==> src/rtl/mu0_pkg.sv <==
// Shared definitions for the MU0 accumulator CPU: widths, opcodes and FSM states.
package mu0_pkg;

  localparam int ADDR_W = 12;
  localparam int DATA_W = 16;

  localparam logic [3:0] OP_LDA = 4'h0;
  localparam logic [3:0] OP_STA = 4'h1;
  localparam logic [3:0] OP_ADD = 4'h2;
  localparam logic [3:0] OP_SUB = 4'h3;
  localparam logic [3:0] OP_JMP = 4'h4;
  localparam logic [3:0] OP_JGE = 4'h5;
  localparam logic [3:0] OP_JNE = 4'h6;
  localparam logic [3:0] OP_STP = 4'h7;

  typedef enum logic [1:0] {
    ST_FETCH = 2'd0,
    ST_EXEC  = 2'd1,
    ST_HALT  = 2'd2
  } state_t;

  // True for the opcodes whose result comes from the ALU and lands in ACC.
  function automatic logic is_alu_op(input logic [3:0] op);
    return (op == OP_LDA) || (op == OP_ADD) || (op == OP_SUB);
  endfunction

endpackage

==> src/rtl/mu0_alu.sv <==
// Combinational datapath for the ACC-writing instructions (LDA, ADD, SUB).
module mu0_alu
  import mu0_pkg::*;
(
  input  logic [3:0]        op,
  input  logic [DATA_W-1:0] acc,
  input  logic [DATA_W-1:0] operand,
  output logic [DATA_W-1:0] result
);

  // Modulo 2^16 arithmetic; no carry or flags are kept.
  always_comb begin
    result = acc;
    case (op)
      OP_LDA:  result = operand;
      OP_ADD:  result = acc + operand;
      OP_SUB:  result = acc - operand;
      default: result = acc;
    endcase
  end

endmodule

==> src/rtl/mu0_cpu.sv <==
// MU0 accumulator CPU: two-cycle FETCH/EXEC machine with a HALT sink state.
module mu0_cpu
  import mu0_pkg::*;
#(
  parameter logic [ADDR_W-1:0] RESET_PC = 12'h000
) (
  input  logic              clk,
  input  logic              reset,
  output logic              memRW,
  output logic [ADDR_W-1:0] address,
  output logic [DATA_W-1:0] writedata,
  input  logic [DATA_W-1:0] readdata,
  output logic              halted,
  output logic [DATA_W-1:0] acc_out,
  output logic [ADDR_W-1:0] pc_out
);

  state_t            state;
  logic [ADDR_W-1:0] pc;
  logic [DATA_W-1:0] acc;
  logic [DATA_W-1:0] ir;
  logic [DATA_W-1:0] alu_result;
  logic [3:0]        opcode;
  logic [ADDR_W-1:0] operand;

  assign opcode  = ir[15:12];
  assign operand = ir[ADDR_W-1:0];

  mu0_alu u_alu (
    .op      (opcode),
    .acc     (acc),
    .operand (readdata),
    .result  (alu_result)
  );

  always_ff @(posedge clk) begin
    if (reset) begin
      state <= ST_FETCH;
      pc    <= RESET_PC;
      acc   <= '0;
      ir    <= '0;
    end else begin
      case (state)
        ST_FETCH: begin
          ir    <= readdata;
          pc    <= pc + 1'b1;
          state <= ST_EXEC;
        end
        ST_EXEC: begin
          state <= ST_FETCH;
          if (is_alu_op(opcode)) begin
            acc <= alu_result;
          end else begin
            case (opcode)
              OP_STA: ;
              OP_JMP: pc <= operand;
              OP_JGE: if (!acc[DATA_W-1]) pc <= operand;
              OP_JNE: if (acc != '0) pc <= operand;
              default: state <= ST_HALT;
            endcase
          end
        end
        ST_HALT: state <= ST_HALT;
        default: state <= ST_FETCH;
      endcase
    end
  end

  // Reset masks the write strobe immediately so an interrupted STA never lands.
  assign memRW     = !reset && (state == ST_EXEC) && (opcode == OP_STA);
  assign address   = (!reset && state == ST_EXEC) ? operand : pc;
  assign writedata = acc;
  assign halted    = !reset && (state == ST_HALT);
  assign acc_out   = acc;
  assign pc_out    = pc;

endmodule

==> config.mk <==
export PLATFORM = sky130hd
export DESIGN_NAME = mu0_cpu
export DESIGN_NICKNAME = d
export VERILOG_FILES = /design/src/rtl/mu0_pkg.sv /design/src/rtl/mu0_alu.sv /design/src/rtl/mu0_cpu.sv
export SDC_FILE = /design/constraint.sdc
export NUM_CORES = 1
export LEC_CHECK = 0
export BUFFER_PORTS_ARGS = -buffer_cell sky130_fd_sc_hd__buf_4
export CORE_MARGIN = 1.5
export CORE_UTILIZATION = 55
export CTS_CLUSTER_DIAMETER = 80
export DETAILED_ROUTE_END_ITERATION = 10
export GPL_ROUTABILITY_DRIVEN = 1
export HOLD_SLACK_MARGIN = 0.15
export PLACE_DENSITY_LB_ADDON = 0.15
export SYNTH_ARGS = -nofsm -noshare
export SYNTH_HDL_FRONTEND = slang
export SYNTH_SLANG_ARGS = --single-unit
==> constraint.sdc <==
create_clock -name clk -period 5.25 [get_ports clk]
set_clock_uncertainty 0.15 [all_clocks]
set_input_delay 1.575 -clock clk [delete_from_list [all_inputs] [get_ports clk]]
set_output_delay 1.575 -clock clk [all_outputs]
set_load 0.01 [all_outputs]
* After elaboration in Yosys (flattened, before gate mapping)
Index checks and enable logic that the tools add are counted.
** Cells by class
- Add/sub/neg operators :: 3
- Equal/unequal tests :: 12
- Multiplexer cells :: 10
- Reductions and logical operators :: 14
** Operators with widths (number)
- two-way mux 12 bit :: 4
- case mux 16 bit (3 select lines) :: 1
- case mux 12 bit (3 select lines) :: 1
- case mux 12 bit (2 select lines) :: 1
- adder 16 bit :: 1
- nonzero test 16 bit :: 1
- subtractor 16 bit :: 1
- adder 12 x 1 -> 12 bit (second input constant) :: 1
- equality test 4 x 3 -> 1 bit (second input constant) :: 3
- equality test 4 x 2 -> 1 bit (second input constant) :: 2
- inequality test 3 bit (second input constant) :: 2
- case mux 2 bit (3 select lines) :: 1
- AND reduction 5 bit :: 1
- equality test 4 x 1 -> 1 bit (second input constant) :: 1
- logical NOT 4 bit :: 1
- two-way mux 2 bit :: 2
- inequality test 4 x 1 -> 1 bit (second input constant) :: 1
- OR reduction 4 bit :: 1
- logical AND 1 bit :: 3
- AND reduction 3 bit :: 1
- nonzero test 3 bit :: 1
- equality test 2 x 1 -> 1 bit (second input constant) :: 1
- equality test 2 bit (second input constant) :: 1
- logical NOT 2 bit :: 1
- other kinds (4) :: 5
** Storage, ports and cells
- Flip-flop bits (word level) :: 46
- Input port bits :: 18
- Word-level logic and storage cells :: 43

* Longest topological paths before layout
Gate-level depths: netlist (run 1).
- Depth after elaboration :: 5
- Depth in mapped cells :: 15
- Depth with buffers taken out :: 13

* Hierarchy
A second synthesis (run 1) with hierarchy kept.
** Unflattened totals
- Cell total of the unflattened synthesis :: 488
- Area, all modules :: 3711.1 µm²
** By module, submodules not included
- mu0_cpu :: instances 1, cells each 294, area an instance 2347.3 µm², seq. area each 920.9 µm²
- mu0_alu :: instances 1, cells each 194, area an instance 1363.8 µm², seq. area each 0.0 µm²

* Worst setup path after synthesis (run 1)
Ideal clock, no wire load.
- Path kind :: input to output
- From :: input port reset
- To :: output port memRW
- Data arrival time :: 2.750 ns
- Required time :: 3.525 ns
- Setup slack :: 0.775 ns
- Cell stages on the path :: 4
- Buffers on the path :: 2
- Path through :: clkbuf_1 -> nor2_1 -> buf_2 -> nor4b_1
** Between the ends
- Longest elaborated chain between the ends :: 3
** RTL lines
- start: declaration :: RTL line mu0_cpu.sv:8 : input logic reset,
- logical NOT 1 bit :: RTL line mu0_cpu.sv:70 : assign memRW = !reset && (state == ST_EXEC) && (opcode == OP_STA);
- logical AND 1 bit (2 in a row) :: RTL line mu0_cpu.sv:70
- end: declaration :: RTL line mu0_cpu.sv:9 : output logic memRW,
Every way passes these cells.

* Worst setup path in the final report (run 1)
- From :: input port reset
- To :: output port address[4]
** Between the ends
- Longest elaborated chain between the ends :: 3
** RTL lines
- logical NOT 1 bit :: RTL line mu0_cpu.sv:71 : assign address = (!reset && state == ST_EXEC) ? operand : pc;
- logical AND 1 bit :: RTL line mu0_cpu.sv:71
- two-way mux 12 bit :: RTL line mu0_cpu.sv:71
- end: declaration :: RTL line mu0_cpu.sv:10 : output logic [ADDR_W-1:0] address,
Every way passes these cells.

==> impl_metrics.toml, run 1 <==
[placement]
placed_cells = 560
port_buffers = 75
placed_area_um2 = 3910
gp_congestion = 0.913
dp_hpwl_mm = 6.75

[clock_network]
path_clk_slew_ns = 0.09
post_cts_buffers = 0
numCtsBuffers = 5
clk_latency_ns = 0.31
htree_levels = 2
cts_resized = 0
cts.path.max_buffers = 2
postCtsHoldBufs = 0
cts_sinks = 46
cts_tree = "yes"
cts-root-buf = "clkbuf_8"

[floorplanning]
die_y_um = 82.2
rows = 28
start_util = 0.575
die_x_um = 82.2
core_um2 = 5990
die_area_um2 = 6750
io_pins = 76

[sta]
finalHoldViolCount = 0
layout_worst_path_cycle_share = 0.844
fmax_mhz = 226
fin_crit_ns = 4.43
worst_pin_slew_ns = 1.05
finalMaxSlewViolations = 0
rsz0062_at_grt = "no"
setup_viol = 0
timing.setup.tns_ns = 0
slew_headroom = 0.295

[route]
topRoutingLayerUsed = "met4"
ant_nets = 0
routed_wl_mm = 9.19
drc_errors = 0
via_count = 3460
vias_per_cell = 6.09
wire_per_inst_um = 16.2
firstDrtPassIters = 5
wirelength_met1_mm = 4.20
dr_wl_met2_mm = 4.37
drt_iter0_markers = 243
route.met3.wl_um = 502

[synthesis]
ys.flop_type = "dfxtp_1"
syn_inst = 445
syn_area_um2 = 3450
synth_edf_count = 0
avgSynthCellArea_um2 = 7.74
synth-async-reset-ratio = 0
yosys_warnings = 0
ys_ff_latch = 46
ys_types = 63
syn-num-nets = 481
ys_seq_area_frac = 0.267

[setup_path]
cpMostUsedCell = "buf_4"
worstPathMaxFanout = 12
crit_path_start_kind = "input pin"
cp_cell_sequence = "buf_4 -> nor2_1 -> buf_4 -> mux2_2 -> buf_4"
required_ns = 3.53
slowest_stage = "mux2_2"
crit_type = "in2out"
cp_slowest_stage_delay_ns = 0.36
crit_arrival_ns = 2.71
end_kind = "output pin"

[global_route]
overflow = 0
antenna_found_initial = 0
globalRouteTotalUtil = 0.274
grt_pass1_vias = 2993
grt_max_degree = 44
grt_pass1_wl_mm = 14.2

[cells_and_area]
area_growth_pct = 16.8
drive_above_1_share = 0.237
antennaDiodeCount = 0
fin_area_um2 = 4030
nets = 528
fin_cells = 568
finish.utilization = 0.672

[power]
vdd_drop_max_mv = 0.136
total_power_mw = 1.08
power_density_nw_per_um2 = 268
leakage_nw = 1.71

[hold_path]
hp-class = "reg2reg"

[outcome]
status = "completed"

[flow_run]
maxCapViolations = 0
-- synth_stat cells (all sizes together), types with 7 or more instances --
cell type   n  share of area
mux2       12          0.039
o21ai      31          0.046
nand3       7          0.010
buf        26          0.050
and3        8          0.015
dfxtp      46           0.27
nand2      84          0.092
nor2       23          0.025
xnor2      18          0.046
a21oi      51          0.074
clkbuf     12          0.013
o31ai       7          0.021
nor4        7          0.023
xor2       11          0.028
ha         17          0.062
-- metrics by stage --
stage               hold WS, ns  setup WS [ns]
floorplan                 0.293          0.775
global placement          0.314          0.895
detailed placement        0.316          0.839
CTS                       0.328          0.828
global route              0.359          0.779
finish                    0.328          0.817
-- cells by family after synthesis --
kind of cell / synth area share
adders and majority gates: 0.0675
DFF: 0.267
AOI/OAI and AO/OA: 0.248
and+or+nand+nor: 0.233
xor gates and xnor gates: 0.0737
buffers and inverters: 0.0686
muxes: 0.0421
-- cell type report --
class | instances | area, µm²
inverter | 5 | 18.8
clock inverter | 3 | 48.8
clock buffer | 5 | 68.8
multi-input combinational | 356 | 2290
tap | 75 | 93.8
sequential | 46 | 921
timing repair buffer | 78 | 586
fill | 535 | 1970
-- worst paths after layout --
| kind | from | endpoint | slack, ns | cells after the start |
|---|---|---|---|---|
| max | reset | address[4] | 0.82 | 5 |
| min | ir[4] | ir[4] | 0.33 | 2 |
| max reg2reg | ir[13] | acc_out[10] | 1.37 | 11 |
| min reg2reg | ir[4] | ir[4] | 0.33 | 2 |
-- routing by layer --
| layer | up-vias | global-route usage |
|---|---|---|
| met5 | - | 0 |
| met4 | 0 | 0.0780 |
| met3 | 13 | 0.0374 |
| met2 | 123 | 0.454 |
| met1 | 1647 | 0.370 |
| li1 | 1677 | - |
-- critical path: cells and delay by family --
family | cells | cell delay [ns]
buffers and inverters | 3 | 0.53
AND/OR/NAND/NOR | 1 | 0.23
multiplexers | 1 | 0.36
-- where the power goes --
group	switching [mW]	total, mW	internal, mW
clock	0.140	0.285	0.145
sequential	0.0399	0.419	0.379
combinational	0.206	0.374	0.167
-- flip-flops by register name, indices dropped and copies added (netlist names) --
name     cells
state        2
pc_out      12
ir          16
acc_out     16
-- layout by cell type, fill, tap and decap left out, drive strengths merged, types with 2 or more instances in the layout --
cell,n
nand2,84
buf,78
nor3b,4
mux2,12
and2,5
and3,8
o21a,2
ha,17
a21o,3
o31ai,7
inv,5
nor4,7
nor2b,3
nand3,7
xor2,11
a221oi,2
a31oi,5
a21oi,51
nor2,23
or3,2
a31o,6
o22ai,4
nand2b,4
a311oi,2
o21ai,31
a211oi,6
o211ai,6
nor3,5
xnor2,18
dfxtp,46
clkbuf,5
nand4,5
or4,2
Note: power is estimated with default switching activity, not from simulation.
==> run 2, diff against run 1 <==
--- a/config.mk
+++ b/config.mk
@@ -5,9 +5,10 @@
 export SDC_FILE = /design/constraint.sdc
 export NUM_CORES = 1
 export LEC_CHECK = 0
+export ABC_AREA = 1
 export BUFFER_PORTS_ARGS = -buffer_cell sky130_fd_sc_hd__buf_4
 export CORE_MARGIN = 1.5
-export CORE_UTILIZATION = 55
+export CORE_UTILIZATION = 51
 export CTS_CLUSTER_DIAMETER = 80
 export DETAILED_ROUTE_END_ITERATION = 10
 export GPL_ROUTABILITY_DRIVEN = 1
==> constraint.sdc (replaced) <==
create_clock -name clk -period 3.9 [get_ports clk]
set_clock_uncertainty 0.15 [all_clocks]
set_input_delay 1.17 -clock clk [delete_from_list [all_inputs] [get_ports clk]]
set_output_delay 1.17 -clock clk [all_outputs]
set_load 0.01 [all_outputs]
==> impl_metrics.toml, run 2 <==
[placement]
dp_hpwl_mm = 7.75
placed_cells = 728
place_ws_ns = 0.0558
port_buffers = 75
gp_congestion = 0.941

[synthesis]
synth_edf_count = 0
avgSynthCellArea_um2 = 6.32
ys_ff_latch = 46
synth_top_cells_by_area = "dfxtp_1 25%, nand2_1 14%, a21oi_1 8.4%"
ys.flop_type = "dfxtp_1"
syn-num-nets = 621
ys_seq_area_frac = 0.249
synth_top_area_frac = 0.249
syn_area_um2 = 3700
yosysMostFrequentCell = "nand2_1"
synth-async-reset-ratio = 0
ys_types = 43
yosys_warnings = 0
yosys-top-cells-count = "134 x nand2_1, 65 x inv_1, 62 x a21oi_1, 62 x nor2_1, 47 x o21ai_0"
syn_inst = 585
netlist.top_cell.by_area = "dfxtp_1"

[setup_path]
crit_arrival_ns = 3.65
cp_cell_sequence = "buf_4 -> inv_1 -> ha_1 -> nand2_1 -> o31ai_4 -> nand2_4 -> nor2_4 -> xor2_1 -> inv_1 -> ha_1 -> nand2_1 -> inv_1 -> nand2_1 -> nor3_1 -> nand2_1 -> nand2_1 -> nand3_1 -> nand3_1 -> nand2_1 -> a21oi_1"
worstPathMaxFanout = 6
cpMostUsedCell = "nand2_1"
crit_type = "in2reg"
cp_slowest_stage_delay_ns = 0.36
reg2reg_slack_ns = 1.06
end_kind = "register"
crit_path_start_kind = "input pin"
required_ns = 4.00
slowest_stage = "ha_1"

[cells_and_area]
layout_commonest_cell = "nand2_1"
area_growth_pct = 17.1
fin_cells = 736
antennaDiodeCount = 0
final_cell_mix = "134 x nand2_1, 81 x buf_4, 65 x inv_1, 62 x nor2_1, 62 x a21oi_1"
drive_above_1_share = 0.180
nets = 675
fill_cells = 704
finish.utilization = 0.627

[route]
via_count = 3859
vias_per_cell = 5.24
routed_wl_mm = 10.1
firstDrtPassIters = 6
wire_per_inst_um = 13.7
drc_errors = 0
ant_nets = 0
drt_iter0_markers = 229

[global_route]
grt_max_degree = 36
globalRouteTotalUtil = 0.260
overflow = 0
grtUsageMet1 = 0.358
met2_usage = 0.421
antenna_found_initial = 0
grt_pass1_vias = 3235
grt_util_met3 = 0.0339
grt_pass1_wl_mm = 15.7
grt_most_used_layer = "met2"

[floorplanning]
die_area_um2 = 7770
start_util = 0.536
die_y_um = 88.2
rows = 30
io_pins = 76
die_x_um = 88.2
core_um2 = 6910

[clock_network]
cts-root-buf = "clkbuf_8"
htree_levels = 2
cts_tree = "yes"
clk_latency_ns = 0.31
numCtsBuffers = 5
cts.path.max_buffers = 2
postCtsHoldBufs = 0
cts_resized = 0
cts_sinks = 46
post_cts_buffers = 0
path_clk_slew_ns = 0.09

[sta]
worst_pin_slew_ns = 0.457
fin_crit_ns = 3.55
timing.setup.tns_ns = 0
finalHoldViolCount = 0
rsz0062_at_grt = "no"
finalMaxSlewViolations = 0
slew_headroom = 0.694
setup_viol = 0
fmax_mhz = 282
layout_worst_path_cycle_share = 0.910
timing.hold.ws_ns = 0.339
worst_slack_ns = 0.351

[flow_run]
maxCapViolations = 0

[power]
leakage_nw = 2.14
power_density_nw_per_um2 = 389
vdd_drop_max_mv = 0.206

[hold_path]
hp-class = "reg2reg"

[outcome]
status = "completed"
run 2: path summary, 6_finish.rpt:
| check | from | end | cells past startpoint |
|---|---|---|---|
| worst max-delay path | readdata[1] | acc_out[15] | 20 |
| worst min-delay path | ir[15] | ir[15] | 2 |
| worst max register to register | ir[15] | acc_out[15] | 20 |
| worst min register to register | ir[15] | ir[15] | 2 |
run 2: metrics by stage:
step,total power [mW],instance area (µm²)
after floorplan,1.09,3700
after global placement,1.31,4220
after detailed placement,1.32,4220
after CTS,1.69,4330
after global routing,1.81,4330
final,1.69,4330
run 2: cell type report:
class	instances	area, µm²	share of cell area
clock buffers	6	72.6	0.0168
well taps	96	120	0.0277
multi-input cells	434	2300	0.532
repair buffers	81	608	0.140
inverters	71	269	0.0621
flip-flops and latches	46	921	0.213
clock inverters	2	37.5	0.00867
run 2: power breakdown:
group	internal, mW	switching (mW)	total (mW)
logic	0.286	0.419	0.705
registers	0.532	0.0792	0.612
clock network	0.192	0.178	0.370
total	1.01	0.676	1.69
run 2: worst max-delay path, delay by kind of cell:
family                     cells  cell delay (ns)
buffers and inverters          4             0.35
and+or+nand+nor               11             1.06
xor gates and xnor gates       1             0.16
adders and majority gates      2             0.55
AOI/OAI and AO/OA              2             0.36
run 2: cells by family after synthesis:
| family | synth area share |
|---|---|
| simple gates | 0.297 |
| fa+ha+maj | 0.0629 |
| compound gates | 0.208 |
| mux | 0.00913 |
| flops | 0.249 |
| xor+xnor | 0.0450 |
| buf+inv | 0.129 |
run 2: routing by layer:
| layer | up-vias | part of all wire |
|---|---|---|
| li1 | 2011 | - |
| met1 | 1726 | 0.48 |
| met2 | 106 | 0.46 |
| met3 | 16 | 0.044 |
| met4 | 0 | 0.014 |
| met5 | - | 0 |
==> run 3, diff against run 2 <==
--- a/config.mk
+++ b/config.mk
@@ -7,13 +7,13 @@
 export LEC_CHECK = 0
 export ABC_AREA = 1
 export BUFFER_PORTS_ARGS = -buffer_cell sky130_fd_sc_hd__buf_4
-export CORE_MARGIN = 1.5
 export CORE_UTILIZATION = 51
 export CTS_CLUSTER_DIAMETER = 80
 export DETAILED_ROUTE_END_ITERATION = 10
 export GPL_ROUTABILITY_DRIVEN = 1
 export HOLD_SLACK_MARGIN = 0.15
-export PLACE_DENSITY_LB_ADDON = 0.15
+export PLACE_DENSITY = 0.78
+export REMOVE_ABC_BUFFERS = 1
 export SYNTH_ARGS = -nofsm -noshare
 export SYNTH_HDL_FRONTEND = slang
 export SYNTH_SLANG_ARGS = --single-unit
==> impl_metrics.toml, run 3 (synthesis gave the netlist of run 2 again) <==
[setup_path]
reg2reg_slack_ns = 1.05
slowest_stage = "buf_4"
path_delay_family = "buffers and inverters"
worstPathMaxFanout = 13
crit_type = "in2out"
crit_path_start_kind = "input pin"
cpMostUsedCell = "buf_4"
required_ns = 2.58
cp_slowest_stage_delay_ns = 0.29
crit_arrival_ns = 2.24
cp_cell_sequence = "buf_4 -> inv_1 -> nand2_1 -> buf_4 -> o21ai_0 -> buf_4"
crit_buf_inv = 4
end_kind = "output pin"

[route]
dr_wl_met2_mm = 4.77
ant_nets = 0
topRoutingLayerUsed = "met4"
firstDrtPassIters = 5
routed_wl_mm = 10.1
via_count = 3985
wire_per_inst_um = 13.7
wirelength_met1_mm = 4.61
drt_iter0_markers = 231
vias_per_cell = 5.41
route.met3.wl_um = 687
drc_errors = 0

[floorplanning]
core_um2 = 6910
rows = 30
die_y_um = 87.2
io_pins = 76
die_x_um = 87.2
die_area_um2 = 7600
start_util = 0.536

[sta]
timing.hold.ws_ns = 0.335
slew_headroom = 0.690
rsz0062_at_grt = "no"
finalHoldViolCount = 0
timing.setup.tns_ns = 0
setup_viol = 0
worst_pin_slew_ns = 0.464
worst_slack_ns = 0.345
layout_worst_path_cycle_share = 0.912
fin_crit_ns = 3.56
fmax_mhz = 281
finalMaxSlewViolations = 0

[clock_network]
htree_levels = 2
cts.path.max_buffers = 2
path_clk_slew_ns = 0.09
postCtsHoldBufs = 0
clk_latency_ns = 0.30
numCtsBuffers = 5
cts-root-buf = "clkbuf_8"
cts_sinks = 46
cts_resized = 0
cts_tree = "yes"
post_cts_buffers = 0

[global_route]
antenna_found_initial = 0
overflow = 0
grt_pass1_wl_mm = 16.4
globalRouteTotalUtil = 0.272
grt_max_degree = 36
grt_pass1_vias = 3499

[cells_and_area]
layout_commonest_cell = "nand2_1"
antennaDiodeCount = 0
final_cell_mix = "134 x nand2_1, 82 x buf_4, 65 x inv_1, 62 x nor2_1, 62 x a21oi_1"
drive_above_1_share = 0.181
fin_area_um2 = 4310
nets = 676
area_growth_pct = 16.6

[placement]
dp_hpwl_mm = 7.57
gp_congestion = 0.959
port_buffers = 75
placed_area_um2 = 4230
place_ws_ns = 0.0682

[outcome]
status = "completed"

[power]
vdd_drop_max_mv = 0.207
power_density_nw_per_um2 = 376
leakage_nw = 2.13

[flow_run]
maxCapViolations = 0

[hold_path]
hp-class = "reg2reg"
[run 3: cell count changes in the layout (fill, tap and decap cells not counted)]
cell / delta
buf_4: +1
bufinv_16: -1
clkinv_2: +1
clkinv_4: +1
clkinvlp_4: -1
[run 3: final cells by class]
| type | instances | area, µm² |
|---|---|---|
| Fill cell | 699 | 2590 |
| Multi-Input combinational cell | 434 | 2300 |
| Sequential cell | 46 | 921 |
| Timing Repair Buffer | 82 | 616 |
| Inverter | 71 | 269 |
| Tap cell | 96 | 120 |
| Clock buffer | 6 | 72.6 |
| Clock inverter | 2 | 13.8 |
[run 3: path summary, 6_finish.rpt]
path | startpoint | endpoint | depth (start not counted)
setup / recovery | reset | address[2] | 6
hold / removal | ir[2] | ir[2] | 2
setup reg to reg | ir[15] | acc_out[13] | 18
hold reg to reg | ir[2] | ir[2] | 2
[run 3: worst register-to-register path, stage by stage (launching register included)]
cell	delay, ns
dfxtp_1	0.33
nor2_2	0.14
inv_2	0.10
nor2_8	0.18
inv_4	0.10
o31ai_4	0.09
nand2_4	0.10
nor2_4	0.12
nand2_1	0.07
xor2_1	0.15
ha_1	0.38
nand2_1	0.13
nor2_1	0.16
and2_1	0.14
nand2_1	0.08
nand3_1	0.10
nand3_1	0.08
nand2_1	0.08
a21oi_1	0.05
[run 3: where the power goes]
| group | internal (mW) | total, mW | switching, mW |
|---|---|---|---|
| Sequential | 0.532 | 0.611 | 0.0791 |
| Combinational | 0.286 | 0.708 | 0.421 |
| Clock | 0.127 | 0.303 | 0.176 |
[run 3: metal layers]
layer,vias to the layer above,track usage
li1,2001,-
met1,1816,0.376
met2,159,0.456
met3,9,0.0265
met4,0,0.0671
met5,-,0
[run 3: stage by stage]
step,util,cells,power [mW]
after floorplan,-,551,1.05
after global placement,0.612,729,1.30
after detailed placement,0.612,729,1.32
after CTS,0.625,737,1.63
after global routing,0.625,737,1.73
final,0.625,737,1.62
